[src/rtl/gate_truth_sequencer.sv]
// Self-checking stimulus stage for a small combinational gate.
// Walks every input pattern, waits a settle window, samples the gate output,
// compares it against an expected truth table and reports the run result
// through a start/done handshake.
module gate_truth_sequencer #(
  parameter int unsigned            N_IN   = 2,
  parameter logic [(1<<N_IN)-1:0]   EXPECT = 4'b1110,
  parameter int unsigned            SETTLE = 1
) (
  input  logic            clk,
  input  logic            rst,
  input  logic            start,
  output logic [N_IN-1:0] drv,
  input  logic            gate_out,
  output logic            busy,
  output logic            done,
  output logic            pass,
  output logic [N_IN:0]   err_count,
  output logic [N_IN-1:0] first_fail,
  output logic            fail_valid
);

  localparam int unsigned CNT_W = 4;
  localparam int unsigned ERR_W = N_IN + 1;
  localparam logic [CNT_W-1:0] CNT_RELOAD = CNT_W'(SETTLE - 1);
  localparam logic [N_IN-1:0]  LAST_PAT   = '1;

  typedef enum logic {
    ST_IDLE = 1'b0,
    ST_RUN  = 1'b1
  } state_e;

  state_e            state_q, state_d;
  logic [N_IN-1:0]   drv_q, drv_d;
  logic [CNT_W-1:0]  cnt_q, cnt_d;
  logic              busy_q, busy_d;
  logic              done_q, done_d;
  logic              pass_q, pass_d;
  logic [ERR_W-1:0]  err_q, err_d;
  logic [N_IN-1:0]   ff_q, ff_d;
  logic              fv_q, fv_d;

  // State and result registers with synchronous reset.
  always_ff @(posedge clk) begin
    if (rst) begin
      state_q <= ST_IDLE;
      drv_q   <= '0;
      cnt_q   <= '0;
      busy_q  <= 1'b0;
      done_q  <= 1'b0;
      pass_q  <= 1'b0;
      err_q   <= '0;
      ff_q    <= '0;
      fv_q    <= 1'b0;
    end else begin
      state_q <= state_d;
      drv_q   <= drv_d;
      cnt_q   <= cnt_d;
      busy_q  <= busy_d;
      done_q  <= done_d;
      pass_q  <= pass_d;
      err_q   <= err_d;
      ff_q    <= ff_d;
      fv_q    <= fv_d;
    end
  end

  // Next-state logic: accept a run, count down the settle window, then
  // sample, score and advance to the next pattern.
  always_comb begin
    logic             mismatch;
    logic [ERR_W-1:0] err_next;

    state_d  = state_q;
    drv_d    = drv_q;
    cnt_d    = cnt_q;
    busy_d   = busy_q;
    done_d   = 1'b0;
    pass_d   = pass_q;
    err_d    = err_q;
    ff_d     = ff_q;
    fv_d     = fv_q;
    mismatch = 1'b0;
    err_next = err_q;

    unique case (state_q)
      ST_IDLE: begin
        if (start) begin
          drv_d   = '0;
          busy_d  = 1'b1;
          err_d   = '0;
          ff_d    = '0;
          fv_d    = 1'b0;
          pass_d  = 1'b0;
          cnt_d   = CNT_RELOAD;
          state_d = ST_RUN;
        end
      end
      ST_RUN: begin
        if (cnt_q != '0) begin
          cnt_d = cnt_q - CNT_W'(1);
        end else begin
          mismatch = (gate_out != EXPECT[drv_q]);
          err_next = mismatch ? (err_q + ERR_W'(1)) : err_q;
          err_d    = err_next;
          if (mismatch && !fv_q) begin
            ff_d = drv_q;
            fv_d = 1'b1;
          end
          if (drv_q != LAST_PAT) begin
            drv_d = drv_q + N_IN'(1);
            cnt_d = CNT_RELOAD;
          end else begin
            busy_d  = 1'b0;
            done_d  = 1'b1;
            drv_d   = '0;
            pass_d  = (err_next == '0);
            state_d = ST_IDLE;
          end
        end
      end
      default: state_d = ST_IDLE;
    endcase
  end

  assign drv        = drv_q;
  assign busy       = busy_q;
  assign done       = done_q;
  assign pass       = pass_q;
  assign err_count  = err_q;
  assign first_fail = ff_q;
  assign fail_valid = fv_q;

endmodule

[config.mk]
export PLATFORM = sky130hd
export DESIGN_NAME = gate_truth_sequencer
export DESIGN_NICKNAME = d
export VERILOG_FILES = /design/src/rtl/gate_truth_sequencer.sv
export SDC_FILE = /design/constraint.sdc
export NUM_CORES = 1
export LEC_CHECK = 0
export CORE_MARGIN = 2
export CORE_UTILIZATION = 45
export CTS_CLUSTER_DIAMETER = 200
export CTS_CLUSTER_SIZE = 10
export DETAILED_ROUTE_END_ITERATION = 10
export PLACE_DENSITY = 0.81
export SLEW_MARGIN = 20
export SYNTH_ARGS = -nofsm -noshare
export SYNTH_HDL_FRONTEND = slang
export SYNTH_SLANG_ARGS = --single-unit
[constraint.sdc]
create_clock -name clk -period 1.6 [get_ports clk]
set_clock_uncertainty 0.15 [all_clocks]
set_input_delay 0.24 -clock clk [delete_from_list [all_inputs] [get_ports clk]]
set_output_delay 0.24 -clock clk [all_outputs]
set_load 0.1 [all_outputs]
==> impl_summary.md, run 1 <==
Power and ir drop
The cell leakage power is 0.502 nW. The power per cell area is 844 mW/mm2. The worst IR drop on VDD is 0.508 mV.

Clocking
After clock tree synthesis, the clock-pin slew on the worst setup and hold paths is 0.10 ns. In this run the number of H-tree levels came out at 1. The clock network latency to the later pin of the worst-skew pair is 0.30 ns. CTS placed an instance of sky130_fd_sc_hd__clkbuf_4 at the clock tree root. The longest clock path from root to sink contains 2 buffers.

The number of buffers created by CTS is 3. The clock sink count is 16. The clock tree from TritonCTS is done.

Die
The core region is 0.00173 mm2. Measured along the y axis, the die boundary spans 46.7 um. In this run the horizontal extent of the chip is 46.7 um. The number of top-level pins is 15. The initial core utilization is 0.475. The area of the die is 0.00218 mm2.

The total number of placement rows is 15.

Route
Using the TritonRoute via totals, the vias-per-cell ratio works out to 5.40. Across all layers, the routed design uses 794 vias. The detailed-routing iteration count for the pre-antenna-repair pass is 4. In this run, the number of DRC markers left after iteration 0 of detailed routing was 39.

The wire length per cell is 15.1 um. The sum of routed wire length over all layers is 2.22 mm. The number of remaining DRC errors is 0. Once detail routing completed, the nets flagged for antenna violations numbered 0.

Critical path
The worst setup path startpoint is cnt_q[0]$_SDFFE_PP0P_. The largest fanout on the critical path is 5. The slowest library cell on the worst path is sky130_fd_sc_hd__dfxtp_2. Counting cells, the worst reg-to-reg path comes to 7.

Counting buffers and inverters, the worst setup path is 7 cells deep. The endpoint of the worst setup timing path is err_count[0]$_SDFFE_PP0P_. The type of the worst setup path is reg2reg. Counting both buffers and inverters, the worst setup path holds a total of 2.

The source of the worst register-to-register timing path is cnt_q[0]$_SDFFE_PP0P_. The required arrival time at the worst endpoint is 1.68 ns. The delay of the slowest cell on the worst path is 0.34 ns.

Data arrives at the worst endpoint at 1.68 ns. The endpoint identified for the worst register-to-register timing path is err_count[0]$_SDFFE_PP0P_. STA classifies the critical path endpoint as a flip-flop. The critical path goes through inv_2 -> ha_4 -> nand4bb_1 -> buf_4 -> nor3_2 -> a21oi_1 -> nor2_1. STA classifies the critical path startpoint as a flip-flop.

The worst reg-to-reg setup slack is -0.008 ns. Broken down by cell family, the worst path's largest delay share belongs to simple AND/OR/NAND/NOR gates.

GRT
The global-route usage over all layers is 0.202. The initial antenna violation count is 0. The via count of the first global-routing pass is 751.

The first global-routing pass estimated 3.06 mm of wire. Summed over all layers, the global routing overflow is 0. The maximum number of pins on one net before global-route repair is 10.

Logic synthesis
In the synthesized netlist the dominant register cell turns out to be sky130_fd_sc_hd__dfxtp_1. The count of mapped cells out of synthesis is 94. The post-synthesis net count is 103. The sequential element share of the synthesized area is 0.390. Counting distinct cell types in the post-synthesis netlist gives 33. The mapped netlist covers 821 um2. Of all flip-flops after synthesis, the portion carrying an async set or reset was 0. Dividing the synthesized area by the synthesized cell count gives 8.73 um2.

The total of flip-flops plus latches after synthesis is 16. Yosys mapped a number of flops with a built-in enable equal to 0. The number of warnings printed during yosys synthesis is 0.

Hold path
In this run the worst hold path is classified as reg2reg. The number of stages on the worst hold path is 2.

Placement
The placer congestion estimate is 0.866. Including well taps, the total number of placed cells is 142. The number of I/O port buffers is 14.

The placed wire-length estimate after detailed placement is 1.41 mm.

STA
The upper clock frequency limit is 622 MHz. The final count of hold timing violations is 0. Headroom to the max-slew limit came out at 0.789. Once routing completed, OpenROAD measured the worst setup slack at -0.00784 ns.

Across all hold checks on the routed design, the worst slack comes to 0.360 ns. The period utilization is 1.00. The max-slew violation count is 0. Counting I/O delays and the setup requirement, the final critical path takes 1.61 ns. The count of final setup violators is 2.

Setup repair after global routing could not meet its margin everywhere. The pin slew with the least headroom to its limit is 0.316 ns. The sum of negative setup slack is -0.0125 ns.

Layout
In the final layout, the multi-input gates occupy 529 um2. The final antenna diode count is 0. Across the whole layout, storage elements account for 333 um2. From synthesis to final layout, the design area changed by 61.0%. The filler-free cell count of the finished design is 147.

In the final design database the tool counted 132 nets. The total of fill cells in the finished design is 106. In the final layout, the share of cells above drive strength 1 is 0.443.

Status
The checks that failed: setup timing. The flow ran to the end, but the final reports show violations.

Job
Max-cap violations in this run came to 0.
==> repair_timing <==
| action | CTS | global route |
|---|---|---|
| pin swaps | 3 | 2 |
| endpoints found under the hold margin | 0 | 0 |
| hold buffers | 0 | 0 |
| resized for setup | 2 | 14 |
| buffers inserted | 0 | 1 |
| endpoints found under the setup margin | 3 | 11 |
==> per-stage QoR <==
stage	power [mW]	instance area (um2)	utilization	setup WS [ns]
after CTS	1.08	1260	0.728	0.00811
after global placement	0.785	1220	0.706	-0.220
after floorplan	0.679	866	-	-0.190
final	1.12	1320	0.765	-0.00784
after detailed placement	0.796	1220	0.706	-0.228
after global routing	1.16	1320	0.765	-0.0687
==> worst min-delay path by stage <==
stage                                  from  slack [ns]            endpoint
final                     pass$_SDFFE_PP0P_        0.36   pass$_SDFFE_PP0P_
after detailed placement  pass$_SDFFE_PP0P_        0.35   pass$_SDFFE_PP0P_
after CTS                 pass$_SDFFE_PP0P_        0.36   pass$_SDFFE_PP0P_
after floorplan                       start        0.28  state_q$_SDFF_PP0_
after global placement    pass$_SDFFE_PP0P_        0.34   pass$_SDFFE_PP0P_
after global routing      pass$_SDFFE_PP0P_        0.38   pass$_SDFFE_PP0P_
==> tightest hold or removal path: cells and delay by family, from the launching register on <==
kind	cells	cell delay, ns
flops	1	0.35
simple gates	1	0.07
compound gates	1	0.05
==> placed cells by master (no fill, tap or decap), types with 2 or more instances in the layout <==
| cell | n |
|---|---|
| sky130_fd_sc_hd__buf_4 | 13 |
| sky130_fd_sc_hd__a21oi_1 | 11 |
| sky130_fd_sc_hd__buf_12 | 11 |
| sky130_fd_sc_hd__dfxtp_1 | 10 |
| sky130_fd_sc_hd__nor2_1 | 9 |
| sky130_fd_sc_hd__nand2_1 | 5 |
| sky130_fd_sc_hd__dfxtp_2 | 4 |
| sky130_fd_sc_hd__inv_2 | 3 |
| sky130_fd_sc_hd__nand3b_1 | 3 |
| sky130_fd_sc_hd__xnor2_1 | 3 |
| sky130_fd_sc_hd__nand3_1 | 3 |
| sky130_fd_sc_hd__clkbuf_4 | 3 |
| sky130_fd_sc_hd__clkdlybuf4s50_1 | 3 |
| sky130_fd_sc_hd__nor3_2 | 2 |
| sky130_fd_sc_hd__o21ai_0 | 2 |
| sky130_fd_sc_hd__a31oi_1 | 2 |
| sky130_fd_sc_hd__nor3_1 | 2 |
| sky130_fd_sc_hd__or3_1 | 2 |
| sky130_fd_sc_hd__ha_1 | 2 |
| sky130_fd_sc_hd__ha_4 | 2 |
| sky130_fd_sc_hd__dfxtp_4 | 2 |
| sky130_fd_sc_hd__buf_6 | 2 |
==> where the power goes <==
group / switching, mW / internal, mW
Clock: 0.141 / 0.139
Sequential: 0.0284 / 0.420
Combinational: 0.212 / 0.174
==> final cells by class <==
cell class,instances,share of cell area
repair buffers,29,0.280
multi-input cells,68,0.401
well taps,25,0.0237
clock buffers,4,0.0275
inverters,5,0.0161
flip-flops and latches,16,0.252
==> sequential cells by signal (all words and copies together), names as in the netlist <==
register    cells
pass            1
done            1
state_q         1
cnt_q           4
err_count       3
busy            1
first_fail      2
fail_valid      1
drv             2
==> cell usage after synthesis (2+ instances only) <==
| cell | n | share of area |
|---|---|---|
| sky130_fd_sc_hd__clkbuf_1 | 2 | 0.0091 |
| sky130_fd_sc_hd__xnor2_1 | 4 | 0.043 |
| sky130_fd_sc_hd__nand3b_1 | 3 | 0.027 |
| sky130_fd_sc_hd__ha_1 | 5 | 0.076 |
| sky130_fd_sc_hd__nand2_1 | 6 | 0.027 |
| sky130_fd_sc_hd__nor2_1 | 9 | 0.041 |
| sky130_fd_sc_hd__inv_1 | 5 | 0.023 |
| sky130_fd_sc_hd__a31oi_1 | 2 | 0.015 |
| sky130_fd_sc_hd__nand3_1 | 3 | 0.018 |
| sky130_fd_sc_hd__a21oi_1 | 11 | 0.067 |
| sky130_fd_sc_hd__buf_6 | 2 | 0.027 |
| sky130_fd_sc_hd__o21ai_0 | 2 | 0.012 |
| sky130_fd_sc_hd__dfxtp_1 | 16 | 0.39 |
| sky130_fd_sc_hd__nor3_1 | 4 | 0.024 |
| sky130_fd_sc_hd__or3_1 | 2 | 0.015 |
==> per-layer routing <==
layer  vias up  part of all wire  track usage
met1       386              0.42        0.243
li1        382                 -            -
met3         4             0.029       0.0314
met4         0             0.018        0.144
met2        22              0.53        0.325
met5         -                 0            0
==> cells by family after synthesis <==
family                     Yosys count  synth area share
buffers and inverters               10            0.0640
xor gates and xnor gates             5            0.0534
DFF                                 16             0.390
adders and majority gates            5            0.0762
AOI/OAI and AO/OA                   20             0.148
and+or+nand+nor                     38             0.268
Note: power is estimated with default switching activity, not from simulation.
==> run 2, diff against run 1 <==
--- a/config.mk
+++ b/config.mk
@@ -5,8 +5,11 @@
 export SDC_FILE = /design/constraint.sdc
 export NUM_CORES = 1
 export LEC_CHECK = 0
+export CELL_PAD_IN_SITES_DETAIL_PLACEMENT = 1
+export CELL_PAD_IN_SITES_GLOBAL_PLACEMENT = 2
+export CORE_ASPECT_RATIO = 0.7
 export CORE_MARGIN = 2
-export CORE_UTILIZATION = 45
+export CORE_UTILIZATION = 27
 export CTS_CLUSTER_DIAMETER = 200
 export CTS_CLUSTER_SIZE = 10
 export DETAILED_ROUTE_END_ITERATION = 10
==> impl_summary.md, run 2 (synthesis results as in run 1) <==
Status
Result of the run: finished, violations left (unchanged). Failing checks: setup timing (unchanged).

Die
The initial core utilization is 0.289 (was 0.475). The number of top-level pins came to 15 (unchanged). The total number of placement rows is 16 (was 15). The core box area is 0.00284 mm2 (was 0.00173 mm2). The die width was 69.9 um (was 46.7 um). The area of the die is 0.00350 mm2 (was 0.00218 mm2). The die extent in y was 50.1 um (was 46.7 um).

STA
The upper clock frequency limit was 622 MHz (about the same). The final count of hold timing violations was 0 (unchanged). The time the final worst path needs with I/O delays and setup is 1.61 ns (about the same). The post-layout worst setup margin is -0.00859 ns (was -0.00784 ns). The headroom to the max-slew limit was 0.770 (was 0.789).

The final worst hold slack was 0.345 ns (was 0.360 ns). The max-slew violation count came to 0 (unchanged). The pin slew with the least headroom to its limit is 0.343 ns (was 0.316 ns). The period utilization is 1.01 (was 1.00). RSZ-0062 raised after global routing: true (unchanged).

The count of final setup violators came to 1 (was 2).

Route
The sum of routed wire length over all layers is 2.43 mm (was 2.22 mm). The detailed-routing iteration count for the pre-antenna-repair pass is 2 (was 4). The DRC marker count from the first detailed-route iteration is 38 (was 39). The number of remaining DRC errors is 0 (unchanged).

The wire length per cell is 15.0 um (was 15.1 um). The total via count in the routed design came to 784 (was 794). The post-route antenna net violation count came to 0 (unchanged).

The via density per instance is 4.84 (was 5.40).

Placement
The number of I/O port buffers is 14 (unchanged). The placed wire-length estimate after detailed placement is 1.66 mm (was 1.41 mm). The instance area at placement was 0.00125 mm2 (was 0.00122 mm2). The number of cells after detailed placement came to 155 (was 142). The placer congestion estimate was 0.782 (was 0.866). The post-placement worst setup slack is -0.296 ns (was -0.228 ns).

Critical path
CP cell instances: buf_4 -> or3_4 -> a211oi_4 -> xnor2_2 -> nor4_2 (was inv_2 -> ha_4 -> nand4bb_1 -> buf_4 -> nor3_2 -> a21oi_1 -> nor2_1). The required arrival time at the worst endpoint came to 1.61 ns (was 1.68 ns). The largest fanout on the critical path is 4 (was 5). The type of the worst setup path is reg2reg (unchanged). The type of origin of the critical path is a flip-flop (unchanged).

The endpoint of the worst-slack reg-to-reg timing path is cnt_q[3]$_SDFFE_PP0P_ (was err_count[0]$_SDFFE_PP0P_). The data arrival time of the critical path is 1.61 ns (was 1.68 ns). The endpoint kind of the worst setup timing path was a flip-flop (unchanged). The number of buffer and inverter instances along the worst setup path came to 1 (was 2).

The largest delay contributor family on the critical path is simple AND/OR/NAND/NOR gates (unchanged). The slowest library cell on the worst path is sky130_fd_sc_hd__or3_4 (was sky130_fd_sc_hd__dfxtp_2). The delay of the slowest cell on the worst path is 0.37 ns (was 0.34 ns). The source of the worst register-to-register timing path is cnt_q[0]$_SDFFE_PP0P_ (unchanged). The worst reg-to-reg setup slack is -0.009 ns (was -0.008 ns).

The logic depth of the worst register-to-register path came to 5 (was 7).

Clocking
The number of buffers created by CTS is 3 (unchanged). The maximum level of the CTS H-tree came to 1 (unchanged). The root buffer cell is sky130_fd_sc_hd__clkbuf_8 (was sky130_fd_sc_hd__clkbuf_4). The maximum buffer depth of the clock tree came to 2 (unchanged). The post-cts hold buffer count is 0 (unchanged).

The clock sink count is 16 (unchanged). The clock input transition at the sequential cells of the worst setup and hold paths is 0.07 ns (was 0.10 ns). The clock network latency to the later pin of the worst-skew pair is 0.25 ns (was 0.30 ns).

The clock tree from TritonCTS is done (unchanged).

Hold path
The number of stages on the worst hold path is 2 (unchanged). The class of the tightest hold or removal check is reg2reg (unchanged). The worst-case hold path end point is pass$_SDFFE_PP0P_ (unchanged). The startpoint of the worst hold path was pass$_SDFFE_PP0P_ (unchanged).

GRT
The global-route usage over all layers is 0.157 (was 0.202). The maximum number of pins on one net before global-route repair is 11 (was 10). The first-pass GRT wire length is 4.18 mm (was 3.06 mm). The via count of the first global-routing pass came to 851 (was 751). The initial antenna violation count came to 0 (unchanged). The global route total overflow was 0 (unchanged).

Layout
The flip-flop count of the largest register after layout is 4 (unchanged). Highest-count cells in the layout ignoring fill and taps: sky130_fd_sc_hd__buf_4 (15), sky130_fd_sc_hd__buf_12 (11), sky130_fd_sc_hd__dfxtp_1 (10) (was sky130_fd_sc_hd__buf_4 (13), sky130_fd_sc_hd__a21oi_1 (11), sky130_fd_sc_hd__buf_12 (11)). The filler-free cell count of the finished design is 162 (was 147). The area of the multi-input gates is 567 um2 (was 529 um2). The final design instance area without fill is 0.00142 mm2 (was 0.00132 mm2). The post-synthesis to final-layout area growth came to 73.3% (was 61.0%). The share of final-layout standard cells stronger than drive strength 1 is 0.492 (was 0.443). The most flop-heavy register is cnt_q (unchanged). The net count of the finished layout is 136 (was 132). The total of fill cells in the finished design is 322 (was 106). The final antenna diode count came to 0 (unchanged). The sequential standard cell area came to 335 um2 (was 333 um2). The most common cell after layout, fill and taps aside is sky130_fd_sc_hd__buf_4 (unchanged).

Power and ir drop
The power per cell area is 850 mW/mm2 (was 844 mW/mm2). The worst IR drop on VDD is 0.531 mV (was 0.508 mV). The power consumption was 1.21 mW (was 1.12 mW). The cell leakage power came to 0.548 nW (was 0.502 nW).

Job
The number of max-cap violations is 0 (unchanged).
## run 2: how the worst max path moves through the flow
stage | from | endpoint | slack (ns) | cells after the start
floorplan | drv[1]$_SDFFE_PP0P_ | pass$_SDFFE_PP0P_ | -0.19 | 6
global placement | gate_out | pass$_SDFFE_PP0P_ | -0.23 | 5
detailed placement | gate_out | first_fail[1]$_SDFFE_PP0P_ | -0.30 | 6
CTS | cnt_q[0]$_SDFFE_PP0P_ | cnt_q[3]$_SDFFE_PP0P_ | -0.06 | 5
global route | drv[0]$_SDFFE_PP0P_ | pass$_SDFFE_PP0P_ | -0.07 | 6
finish | cnt_q[0]$_SDFFE_PP0P_ | cnt_q[3]$_SDFFE_PP0P_ | -0.009 | 5
## run 2: tightest hold or removal path: stages, from the launching register on
cell                      delay (ns)
sky130_fd_sc_hd__dfxtp_1        0.33
sky130_fd_sc_hd__nand3_1        0.07
sky130_fd_sc_hd__o21ai_1        0.05
## run 2: cell type report
class | instances | area share
multi-input combinational | 68 | 0.398
timing repair buffer | 33 | 0.286
sequential | 16 | 0.236
tap | 36 | 0.0317
clock buffer | 3 | 0.0290
inverter | 5 | 0.0167
clock inverter | 1 | 0.00264
## run 2: what timing repair did
action / CTS / global route
buffers inserted: 3 / 1
pin swaps: 5 / 9
resized for setup: 13 / 16
endpoints found under the setup margin: 7 / 13
gates cloned: 0 / 0
## run 2: metrics by stage
step | utilization | setup TNS [ns]
floorplan | - | -0.455
global placement | 0.439 | -0.974
detailed placement | 0.439 | -1.36
CTS | 0.475 | -0.0872
global route | 0.500 | -0.301
finish | 0.500 | -0.00859
## run 2: power breakdown
| group | internal (mW) | switching (mW) | total [mW] | leakage (nW) |
|---|---|---|---|---|
| registers | 0.420 | 0.0312 | 0.451 | 0.134 |
| logic | 0.211 | 0.228 | 0.439 | 0.391 |
| clock network | 0.171 | 0.149 | 0.319 | 0.0231 |
| total | 0.801 | 0.408 | 1.21 | 0.548 |
## run 2: routing by layer
layer,GRT usage,routed length (um),vias to the layer above
met3,0.0522,91,2
met2,0.262,1180,15
met1,0.198,1150,373
met4,0.0385,12,0
met5,0,0,-
li1,-,-,394
